## src/rtl/serial_frame_rx_if.sv

```systemverilog
// Serial receiver bus: bit stream and strobe in, parallel word handshake and error flags out.
interface serial_frame_rx_if #(
    parameter int unsigned WIDTH = 8
);
    logic             Din;
    logic             En;
    logic             Ready;
    logic             ClrErr;
    logic [WIDTH-1:0] Data;
    logic             Valid;
    logic             FrameErr;
    logic             ParErr;
    logic             Overrun;

    modport master (
        output Din, En, Ready, ClrErr,
        input  Data, Valid, FrameErr, ParErr, Overrun
    );

    modport slave (
        input  Din, En, Ready, ClrErr,
        output Data, Valid, FrameErr, ParErr, Overrun
    );
endinterface

```

## src/rtl/serial_frame_rx.sv

```systemverilog
// UART-style frame receiver sampling Din on En strobes; delivers words on a valid/ready handshake.
// Optional even-parity bit compiled in with SERIAL_FRAME_RX_PARITY_EN.
module serial_frame_rx #(
    parameter int unsigned WIDTH = 8
) (
    input  logic             CLK,
    input  logic             RST,
    serial_frame_rx_if.slave bus
);
    localparam int unsigned CNT_W = (WIDTH > 1) ? $clog2(WIDTH) : 1;

`ifdef SERIAL_FRAME_RX_PARITY_EN
    typedef enum logic [1:0] {IDLE = 2'd0, DATA = 2'd1, PARITY = 2'd2, STOP = 2'd3} state_t;
`else
    typedef enum logic [1:0] {IDLE = 2'd0, DATA = 2'd1, STOP = 2'd2} state_t;
`endif

    state_t           state, state_d;
    logic [CNT_W-1:0] cnt, cnt_d;
    logic [WIDTH-1:0] shreg, shreg_d;
    logic [WIDTH-1:0] data_q, data_d;
    logic             valid_q, valid_d;
    logic             ferr_q, ferr_d;
    logic             ovr_q, ovr_d;
`ifdef SERIAL_FRAME_RX_PARITY_EN
    logic             perr_q, perr_d;
    logic             par_bad, par_bad_d;
`endif

    // Next-state and next-output logic; only En-qualified cycles advance the frame.
    always_comb begin
        state_d = state;
        cnt_d   = cnt;
        shreg_d = shreg;
        data_d  = data_q;
        valid_d = valid_q & ~bus.Ready;
        ferr_d  = 1'b0;
        ovr_d   = ovr_q & ~bus.ClrErr;
`ifdef SERIAL_FRAME_RX_PARITY_EN
        perr_d    = 1'b0;
        par_bad_d = par_bad;
`endif
        if (bus.En) begin
            case (state)
                IDLE: begin
                    if (!bus.Din) begin
                        state_d = DATA;
                        cnt_d   = '0;
                    end
                end
                DATA: begin
                    shreg_d = (shreg >> 1) | (WIDTH'(bus.Din) << (WIDTH - 1));
                    cnt_d   = cnt + CNT_W'(1);
                    if (cnt == CNT_W'(WIDTH - 1)) begin
`ifdef SERIAL_FRAME_RX_PARITY_EN
                        state_d = PARITY;
`else
                        state_d = STOP;
`endif
                    end
                end
`ifdef SERIAL_FRAME_RX_PARITY_EN
                PARITY: begin
                    par_bad_d = bus.Din ^ (^shreg);
                    state_d   = STOP;
                end
`endif
                STOP: begin
                    state_d = IDLE;
                    if (!bus.Din) begin
                        ferr_d = 1'b1;
`ifdef SERIAL_FRAME_RX_PARITY_EN
                    end else if (par_bad) begin
                        perr_d = 1'b1;
`endif
                    end else if (!valid_q || bus.Ready) begin
                        data_d  = shreg;
                        valid_d = 1'b1;
                    end else begin
                        ovr_d = 1'b1;
                    end
                end
                default: state_d = IDLE;
            endcase
        end
    end

    always_ff @(posedge CLK or posedge RST) begin
        if (RST) begin
            state   <= IDLE;
            cnt     <= '0;
            shreg   <= '0;
            data_q  <= '0;
            valid_q <= 1'b0;
            ferr_q  <= 1'b0;
            ovr_q   <= 1'b0;
`ifdef SERIAL_FRAME_RX_PARITY_EN
            perr_q  <= 1'b0;
            par_bad <= 1'b0;
`endif
        end else begin
            state   <= state_d;
            cnt     <= cnt_d;
            shreg   <= shreg_d;
            data_q  <= data_d;
            valid_q <= valid_d;
            ferr_q  <= ferr_d;
            ovr_q   <= ovr_d;
`ifdef SERIAL_FRAME_RX_PARITY_EN
            perr_q  <= perr_d;
            par_bad <= par_bad_d;
`endif
        end
    end

    assign bus.Data     = data_q;
    assign bus.Valid    = valid_q;
    assign bus.FrameErr = ferr_q;
    assign bus.Overrun  = ovr_q;
`ifdef SERIAL_FRAME_RX_PARITY_EN
    assign bus.ParErr   = perr_q;
`else
    assign bus.ParErr   = 1'b0;
`endif
endmodule

```

## src/flat_wrapper.sv

```systemverilog
// flat-port wrapper written by rule: the top's interface ports become plain ports
module serial_frame_rx_flat 
#(
    parameter int unsigned WIDTH = 8
)
  (CLK, RST, bus_Din, bus_En, bus_Ready, bus_ClrErr, bus_Data, bus_Valid, bus_FrameErr, bus_ParErr, bus_Overrun);
  serial_frame_rx_if #(.WIDTH(WIDTH)) bus_i ();
  input  logic CLK;
  input  logic RST;
  input wire logic [$bits(bus_i.Din)-1:0] bus_Din;
  input wire logic [$bits(bus_i.En)-1:0] bus_En;
  input wire logic [$bits(bus_i.Ready)-1:0] bus_Ready;
  input wire logic [$bits(bus_i.ClrErr)-1:0] bus_ClrErr;
  output wire logic [$bits(bus_i.Data)-1:0] bus_Data;
  output wire logic [$bits(bus_i.Valid)-1:0] bus_Valid;
  output wire logic [$bits(bus_i.FrameErr)-1:0] bus_FrameErr;
  output wire logic [$bits(bus_i.ParErr)-1:0] bus_ParErr;
  output wire logic [$bits(bus_i.Overrun)-1:0] bus_Overrun;
  assign bus_i.Din = bus_Din;
  assign bus_i.En = bus_En;
  assign bus_i.Ready = bus_Ready;
  assign bus_i.ClrErr = bus_ClrErr;
  assign bus_Data = bus_i.Data;
  assign bus_Valid = bus_i.Valid;
  assign bus_FrameErr = bus_i.FrameErr;
  assign bus_ParErr = bus_i.ParErr;
  assign bus_Overrun = bus_i.Overrun;
  serial_frame_rx #(.WIDTH(WIDTH)) u_core (.CLK(CLK), .RST(RST), .bus(bus_i));
endmodule
```

## config.mk

```make
export PLATFORM = sky130hd
export DESIGN_NAME = serial_frame_rx_flat
export DESIGN_NICKNAME = d
export VERILOG_FILES = /design/src/rtl/serial_frame_rx_if.sv /design/src/rtl/serial_frame_rx.sv /design/src/flat_wrapper.sv
export SDC_FILE = /design/constraint.sdc
export NUM_CORES = 1
export LEC_CHECK = 0
export ABC_AREA = 1
export CAP_MARGIN = 20
export CELL_PAD_IN_SITES_DETAIL_PLACEMENT = 1
export CELL_PAD_IN_SITES_GLOBAL_PLACEMENT = 1
export CORE_MARGIN = 2
export CORE_UTILIZATION = 43
export CTS_BUF_LIST = sky130_fd_sc_hd__clkbuf_4
export DETAILED_ROUTE_END_ITERATION = 10
export PLACE_DENSITY = 0.83
export SKIP_CTS_REPAIR_TIMING = 1
export SLEW_MARGIN = 20
export SYNTH_ARGS = -nofsm -noshare
export SYNTH_HDL_FRONTEND = slang
export SYNTH_SLANG_ARGS = --single-unit
```

## constraint.sdc

```tcl
create_clock -name CLK -period 3 [get_ports CLK]
set_clock_uncertainty 0.05 [all_clocks]
set_input_delay 0.3 -clock CLK [delete_from_list [all_inputs] [get_ports CLK]]
set_output_delay 0.3 -clock CLK [all_outputs]
set_load 0.01 [all_outputs]
```

Word-level counts from Yosys, hierarchy flattened
Cells that the tools add are included.
Operators by class
  $add $sub $neg: 1
  equal/unequal tests: 5
  mux-type cells: 16
  bitwise operators: 5
  reductions and logical operators: 8
Operators with widths (number)
  1-bit two-way mux: 11
  7-bit by 8-bit bitwise OR with 8-bit output: 1
  3-bit case mux with 2 select lines: 1
  3-bit AND reduction: 2
  2-bit two-way mux: 2
  2-bit case mux with 2 select lines: 1
  4-bit AND reduction: 1
  3-bit by 1-bit adder with 3-bit output (second input constant): 1
  3-bit equality test (second input constant): 1
  3-bit two-way mux: 1
  1-bit bitwise AND: 2
  2-bit by 1-bit equality test with 1-bit output (second input constant): 1
  2-bit equality test (second input constant): 1
  2-bit logical NOT: 1
  2-bit by 1-bit != test with 1-bit output (second input constant): 1
  2-bit != test (second input constant): 1
  1-bit NOT: 2
  2-bit AND reduction: 1
  2-bit nonzero test: 1
  1-bit logical NOT: 1
  1-bit logical OR: 1
Storage, ports and cells
  flip-flop bits (word level): 24
  input bits: 6
  output and inout bits: 12
  word-level logic and storage cells: 42

Depth between registers and ports, before layout
Gate-level depths: netlist of the first run.
  depth after elaboration: 6
  mapped depth: 6

Worst setup path before layout of the first run
Ideal clock, no wire load.
  path kind: register -> register
  from: register u_core.cnt[0]
  to: register u_core.state[0]
  arrival time: 1.031 ns
  path slack: 1.854 ns
  cell stages (with the launch flop): 7
  clock period less this slack: 1.146 ns
  cells stage by stage: dfrtp_1 ha_1 ha_1 nand3b_1 nand3_1 nand2_1 nand2_1
On the way
  longest elaborated chain between the ends: 3
RTL lines
  from (decl): RTL line serial_frame_rx.sv:19  | logic [CNT_W-1:0] cnt, cnt_d;
  from (signal assigned): RTL line serial_frame_rx.sv:103  | cnt <= cnt_d;
  3-bit equality test: RTL line serial_frame_rx.sv:54  | if (cnt == CNT_W'(WIDTH - 1)) begin
  2-bit by 1-bit != test with 1-bit output (no line)
  3-bit AND reduction (no line)
  to (signal assigned): RTL line serial_frame_rx.sv:102  | state <= state_d;
  to (decl): RTL line serial_frame_rx.sv:18  | state_t state, state_d;
No other way between the ends.
A chain may end at the register's enable or synchronous reset.

Worst setup path after layout of the first run
  from: register u_core.data_q[7], in the netlist u_core.bus.Data[7]
  to: output port bus_Data[7]
RTL lines
  from (decl): RTL line serial_frame_rx.sv:21  | logic [WIDTH-1:0] data_q, data_d;
  from (signal assigned): RTL line serial_frame_rx.sv:105  | data_q <= data_d;
  to (decl): RTL line flat_wrapper.sv:14  | output wire logic [$bits(bus_i.Data)-1:0] bus_Data;
No word-level cell between the ends.

==> results of run 1 <==
==> synthesized netlist by cell type (all sizes together) <==
cell / count / share of area
nand3: 3 / 0.025
o22ai: 1 / 0.0058
ha: 2 / 0.023
o21ai: 19 / 0.14
nand3b: 1 / 0.0069
nor2: 3 / 0.015
buf: 3 / 0.028
nand2: 33 / 0.12
inv: 17 / 0.059
conb: 1 / 0.0034
nor3: 1 / 0.0046
dfrtp: 24 / 0.55
nand4: 2 / 0.012
==> registers in the layout, indices dropped and copies added, names as in the netlist <==
| name | cells |
|---|---|
| u_core.bus.Data | 8 |
| u_core.bus.FrameErr | 1 |
| u_core.bus.Overrun | 1 |
| u_core.bus.Valid | 1 |
| u_core.cnt | 3 |
| u_core.shreg | 8 |
| u_core.state | 2 |
==> report_power, final <==
| part | leakage (nW) | internal [mW] | switching [mW] |
|---|---|---|---|
| logic | 0.278 | 0.0874 | 0.157 |
| clock network | 0.0138 | 0.0469 | 0.0885 |
| registers | 0.324 | 0.396 | 0.0494 |
| total | 0.616 | 0.530 | 0.295 |
==> kinds of logic after synthesis <==
group,share of synthesized area
other,0.00345
AO/OA/AOI/OAI,0.148
AND/OR/NAND/NOR,0.186
buffers and inverters,0.0863
adder cells (fa/ha/maj),0.0230
flip-flops,0.552
==> worst max path at each step <==
stage                            start                 end  slack, ps
global placement                bus_En  u_core.bus.Data[1]       1340
floorplan                u_core.cnt[0]     u_core.state[0]       1850
global route        u_core.bus.Data[7]         bus_Data[7]       1350
detailed placement             bus_Din  u_core.bus.Data[1]       1270
finish              u_core.bus.Data[7]         bus_Data[7]       1410
CTS                 u_core.bus.Data[7]         bus_Data[7]       1380
==> layout make-up <==
class                   count  share of cell area
multi-input cells          66               0.308
inverters                  17              0.0500
well taps                  30              0.0294
repair buffers             16               0.125
flip-flops and latches     24               0.470
clock buffers               3              0.0176
==> layer usage <==
metal  routed length, um  vias to the layer above
met5                   0                        -
met4                  31                        0
met3                  55                        4
met2                1100                       11
met1                 775                      373
li1                    -                      376
==> placed cells by master (no fill, tap or decap) <==
cell type	instances
nand2_1	29
dfrtp_1	24
o21ai_2	16
clkdlybuf4s50_1	16
inv_1	15
nand2_2	4
o21ai_0	3
clkbuf_4	3
nor2_2	2
inv_2	2
nand4_1	2
nand3_1	2
ha_1	2
nand3_4	1
nor2_1	1
nand3b_1	1
o22ai_1	1
nor3_1	1
conb_1	1
==> per-stage QoR <==
stage / utilization / hold WS, ps / setup slack, ps
after floorplan: - / 265 / 1850
after global placement: 0.516 / 416 / 1340
after detailed placement: 0.516 / 422 / 1270
after CTS: 0.525 / 452 / 1380
after global routing: 0.525 / 479 / 1350
final: 0.525 / 420 / 1410
==> qor.txt, run 1 <==
largest net degree at the start of global routing: 25
die width: 54.3 um
leak pwr: 0.616 nW
# setup viols final: 0
headroom to the max-slew limit: 0.404
clock-pin slew on the worst setup and hold paths: 120 ps
unrepaired setup endpoints after global routing: no
crit path cell chain: clkdlybuf4s50_1
Synth warnings: 0
M3 GR Usage: 0.0246
crit end category: output port
PwrDens: 646 nW/um^2
Reg-to-Reg Start: u_core.state[0]
WS Path Type: flop to output port
Max Clock Freq: 628 MHz
met2 Resource Use GR: 0.301
Yosys cell types: 19
Root Buffer: clkbuf_4
routed wire length per instance: 12.6 um
# DRC: 0
Routability Congestion: 0.755
Worst Tran Pin Value: 893 ps
maximum VDD drop: 0.000293 V
Diodes inserted: 0
Fin. Hold Viols: 0
crit share post-route: 0.530
DRT Wirelength: 1960 um
initial antenna violation count: 0
total overflow reported by the global router: 0
Largest stage delay, worst path: 540 ps
Crit path depth: 1
Tot Pwr: 825 uW
area occupied by multi-input gates: 393 sq um
P&R area growth vs syn: 17.5%
clock tree buffer depth: 2
Area after DPL: 1250 sq um
global-route wire length before repair: 3500 um
Worst-Skew Late Latency: 310 ps
R2R Setup Slk: 1640 ps
Reg area: 601 sq um
IO Count: 18
final non-filler cell total: 156
via count: 764
met1 usage: 0.195
fin crit period: 1590 ps
Max Cap Viol: 0
delay-heaviest family, CP: buffers and inverters
CTS H-tree depth: 1
final instance area: 1280 sq um
Mean Syn Cell Area: 9.88 sq um
hold crit path type: input port to async pin
sequential element share of the synthesized area: 0.552
Mapped Cells: 110
synthesized cell area: 1090 sq um
clk sinks: 24
CP bufs+invs: 1
CTS tree: built
vias in the first global route: 801
Setup TNS: 0 ps
Post-layout nets: 136
initial DRC count: 11
placed insts: 153
Yosys reg bits: 24
CP Data Required Time: 2650 ps
DPL Wire Length: 1500 um
Cell Rows: 18
CP max stage cell: clkdlybuf4s50_1
GRT Max-Usage Layer: met2
Port Buffers: 16
Net Count, Synth: 118
fraction of layout instances using a drive strength above 1: 0.222
Tot GR Track Use: 0.169
Final Max Tran Viols: 0
cts bufs inserted: 3
status: finished clean
Chip Height: 54.3 um
worst r2r path cells: 6
filler cell count: 288
initial core utilization: 0.447
Core Region: 2430 sq um
Crit Path Max Fanout: 2
critical path data arrival time: 1240 ps
iteration count of the initial detailed-routing pass: 4
antenna viol nets, final: 0
routed vias/inst: 4.90
Die Area: 2950 sq um
FF-to-FF End: u_core.cnt[0]
CP startpoint kind: flop
Power figures use the tool's default switching activity.
==> inputs of run 2 (changes only) <==
--- a/config.mk
+++ b/config.mk
@@ -10,10 +10,10 @@
 export CELL_PAD_IN_SITES_DETAIL_PLACEMENT = 1
 export CELL_PAD_IN_SITES_GLOBAL_PLACEMENT = 1
 export CORE_MARGIN = 2
-export CORE_UTILIZATION = 43
+export CORE_UTILIZATION = 41
 export CTS_BUF_LIST = sky130_fd_sc_hd__clkbuf_4
 export DETAILED_ROUTE_END_ITERATION = 10
-export PLACE_DENSITY = 0.83
+export PLACE_DENSITY = 0.8
 export SKIP_CTS_REPAIR_TIMING = 1
 export SLEW_MARGIN = 20
 export SYNTH_ARGS = -nofsm -noshare
==> constraint.sdc (replaced) <==
create_clock -name CLK -period 1.65 [get_ports CLK]
set_clock_uncertainty 0.05 [all_clocks]
set_input_delay 0.165 -clock CLK [delete_from_list [all_inputs] [get_ports CLK]]
set_output_delay 0.165 -clock CLK [all_outputs]
set_load 0.01 [all_outputs]
==> qor.txt, run 2 (same netlist as run 1, synthesis figures left out) <==
Final Core Density: 0.519 (-0.00669)
initial antenna violation count: 0 (unchanged)
iteration count of the initial detailed-routing pass: 4 (unchanged)
post-place setup slack: 66.9 ps (-1200 ps)
clock tree buffer depth: 2 (unchanged)
CTS H-tree depth: 1 (unchanged)
DPL Wire Length: 1600 um (+6.7%)
die width: 55.5 um (+2.2%)
Routability Congestion: 0.785 (+3.9%)
delay-heaviest family, CP: buffers and inverters
Max Clock Freq: 670 MHz
critical path data arrival time: 1280 ps (+40 ps)
CP startpoint kind: flop
maximum VDD drop: 0.000634 V (+120%)
Max Cap Viol: 0 (unchanged)
antenna viol nets, final: 0 (unchanged)
filler cell count: 298 (+3.5%)
leak pwr: 0.627 nW (+1.8%)
unrepaired setup endpoints after global routing: no
initial core utilization: 0.435 (-0.0121)
crit end category: output port
crit share post-route: 0.905
placed insts: 155 (+1.3%)
Crit Path Max Fanout: 2 (unchanged)
Port Buffers: 16 (unchanged)
clock-pin slew on the worst setup and hold paths: 130 ps (about the same)
DRT Wirelength: 2080 um (+5.8%)
clk sinks: 24 (unchanged)
IO Count: 18 (unchanged)
Setup WS post-layout: 156 ps (-1250 ps)
vias in the first global route: 826 (+3.1%)
Root Buffer: clkbuf_4
status: finished clean
largest net degree at the start of global routing: 25 (unchanged)
# setup viols final: 0 (unchanged)
CP max stage cell: clkdlybuf4s50_1
WS Path Type: flop to output port
Chip Height: 55.5 um (+2.2%)
routed wire length per instance: 13.1 um (+3.8%)
crit path cell chain: clkdlybuf4s50_1
CP Data Required Time: 1430 ps (-1220 ps)
P&R area growth vs syn: 19.2%
Die Area: 3080 sq um (+4.5%)
Tot Pwr: 1.52 mW (+84%)
final non-filler cell total: 159 (+1.9%)
CTS tree: built
via count: 780 (+2.1%)
PwrDens: 1170 nW/um^2 (+82%)
Fin. Hold Viols: 0 (unchanged)
CP bufs+invs: 1 (unchanged)
fin crit period: 1490 ps
Cell Rows: 18 (unchanged)
area occupied by multi-input gates: 393 sq um (unchanged)
fraction of layout instances using a drive strength above 1: 0.233 (+0.0103)
Largest stage delay, worst path: 560 ps (+20 ps)
Post-layout nets: 138 (+1.5%)
global-route wire length before repair: 3880 um (+11%)
Core Region: 2500 sq um (+2.8%)
Reg area: 601 sq um (unchanged)
Worst-Skew Late Latency: 310 ps (about the same)
Final Max Tran Viols: 0 (unchanged)
most common cell after layout, fill and taps aside: nand2_1
# DRC: 0 (unchanged)
Diodes inserted: 0 (unchanged)
most frequent cells in the layout: nand2_1, dfrtp_1, o21ai_2, clkdlybuf4s50_1, inv_1
Tot GR Track Use: 0.158 (-0.0112)
initial DRC count: 6 (-5)
Setup TNS: 0 ps (unchanged)
hold crit path type: input port to async pin
cts bufs inserted: 3 (unchanged)
total overflow reported by the global router: 0 (unchanged)
routed vias/inst: 4.91 (+0.17%)
[run 2: changes by cell type in the layout (fill, tap and decap cells not counted), sizes merged]
cell	delta
buf	+2
clkinv	+1
[run 2: final cells by class]
class / instances / area share
flip-flops and latches: 24 / 0.463
multi-input cells: 66 / 0.303
repair buffers: 18 / 0.135
inverters: 17 / 0.0492
well taps: 30 / 0.0290
clock buffers: 3 / 0.0174
clock inverters: 1 / 0.00290
[run 2: routing by layer]
| layer | vias to the layer above | GRT usage | wire length [um] |
|---|---|---|---|
| met5 | - | 0 | 0 |
| met4 | 0 | 0.0523 | 13 |
| met3 | 2 | 0.0281 | 61 |
| met2 | 12 | 0.260 | 1030 |
| met1 | 383 | 0.210 | 972 |
| li1 | 383 | - | - |
[run 2: through the flow]
step / hold slack, ps / area [sq um]
after floorplan: 130 / 1090
after global placement: 414 / 1270
after detailed placement: 420 / 1270
after CTS: 140 / 1300
after global routing: 139 / 1300
final: 136 / 1300
[run 2: power breakdown]
part	leakage, nW	switching (mW)	internal [mW]
clock	0.0154	0.172	0.0883
sequential	0.324	0.0926	0.719
combinational	0.288	0.287	0.161
total	0.627	0.552	0.969
[run 2: final timing paths]
path                                     from                 end  slack, ps  cells past startpoint
max                        u_core.bus.Data[6]         bus_Data[6]        160                      1
min                                       RST     u_core.state[0]        140                      3
max reg2reg                   u_core.state[0]       u_core.cnt[1]        260                      6
min reg2reg                   u_core.shreg[2]     u_core.shreg[2]        450                      2
max in group asynchronous                 RST     u_core.shreg[4]       1180                      3
min in group CLK                   bus_ClrErr  u_core.bus.Overrun        370                      2
==> inputs of run 3 (changes only) <==
--- a/config.mk
+++ b/config.mk
@@ -12,6 +12,7 @@
 export CORE_MARGIN = 2
 export CORE_UTILIZATION = 41
 export CTS_BUF_LIST = sky130_fd_sc_hd__clkbuf_4
+export CTS_CLUSTER_DIAMETER = 40
 export DETAILED_ROUTE_END_ITERATION = 10
 export PLACE_DENSITY = 0.8
 export SKIP_CTS_REPAIR_TIMING = 1
==> results of run 3 <==
Same layout as run 2: the final DEF is identical, and so are final timing and power.
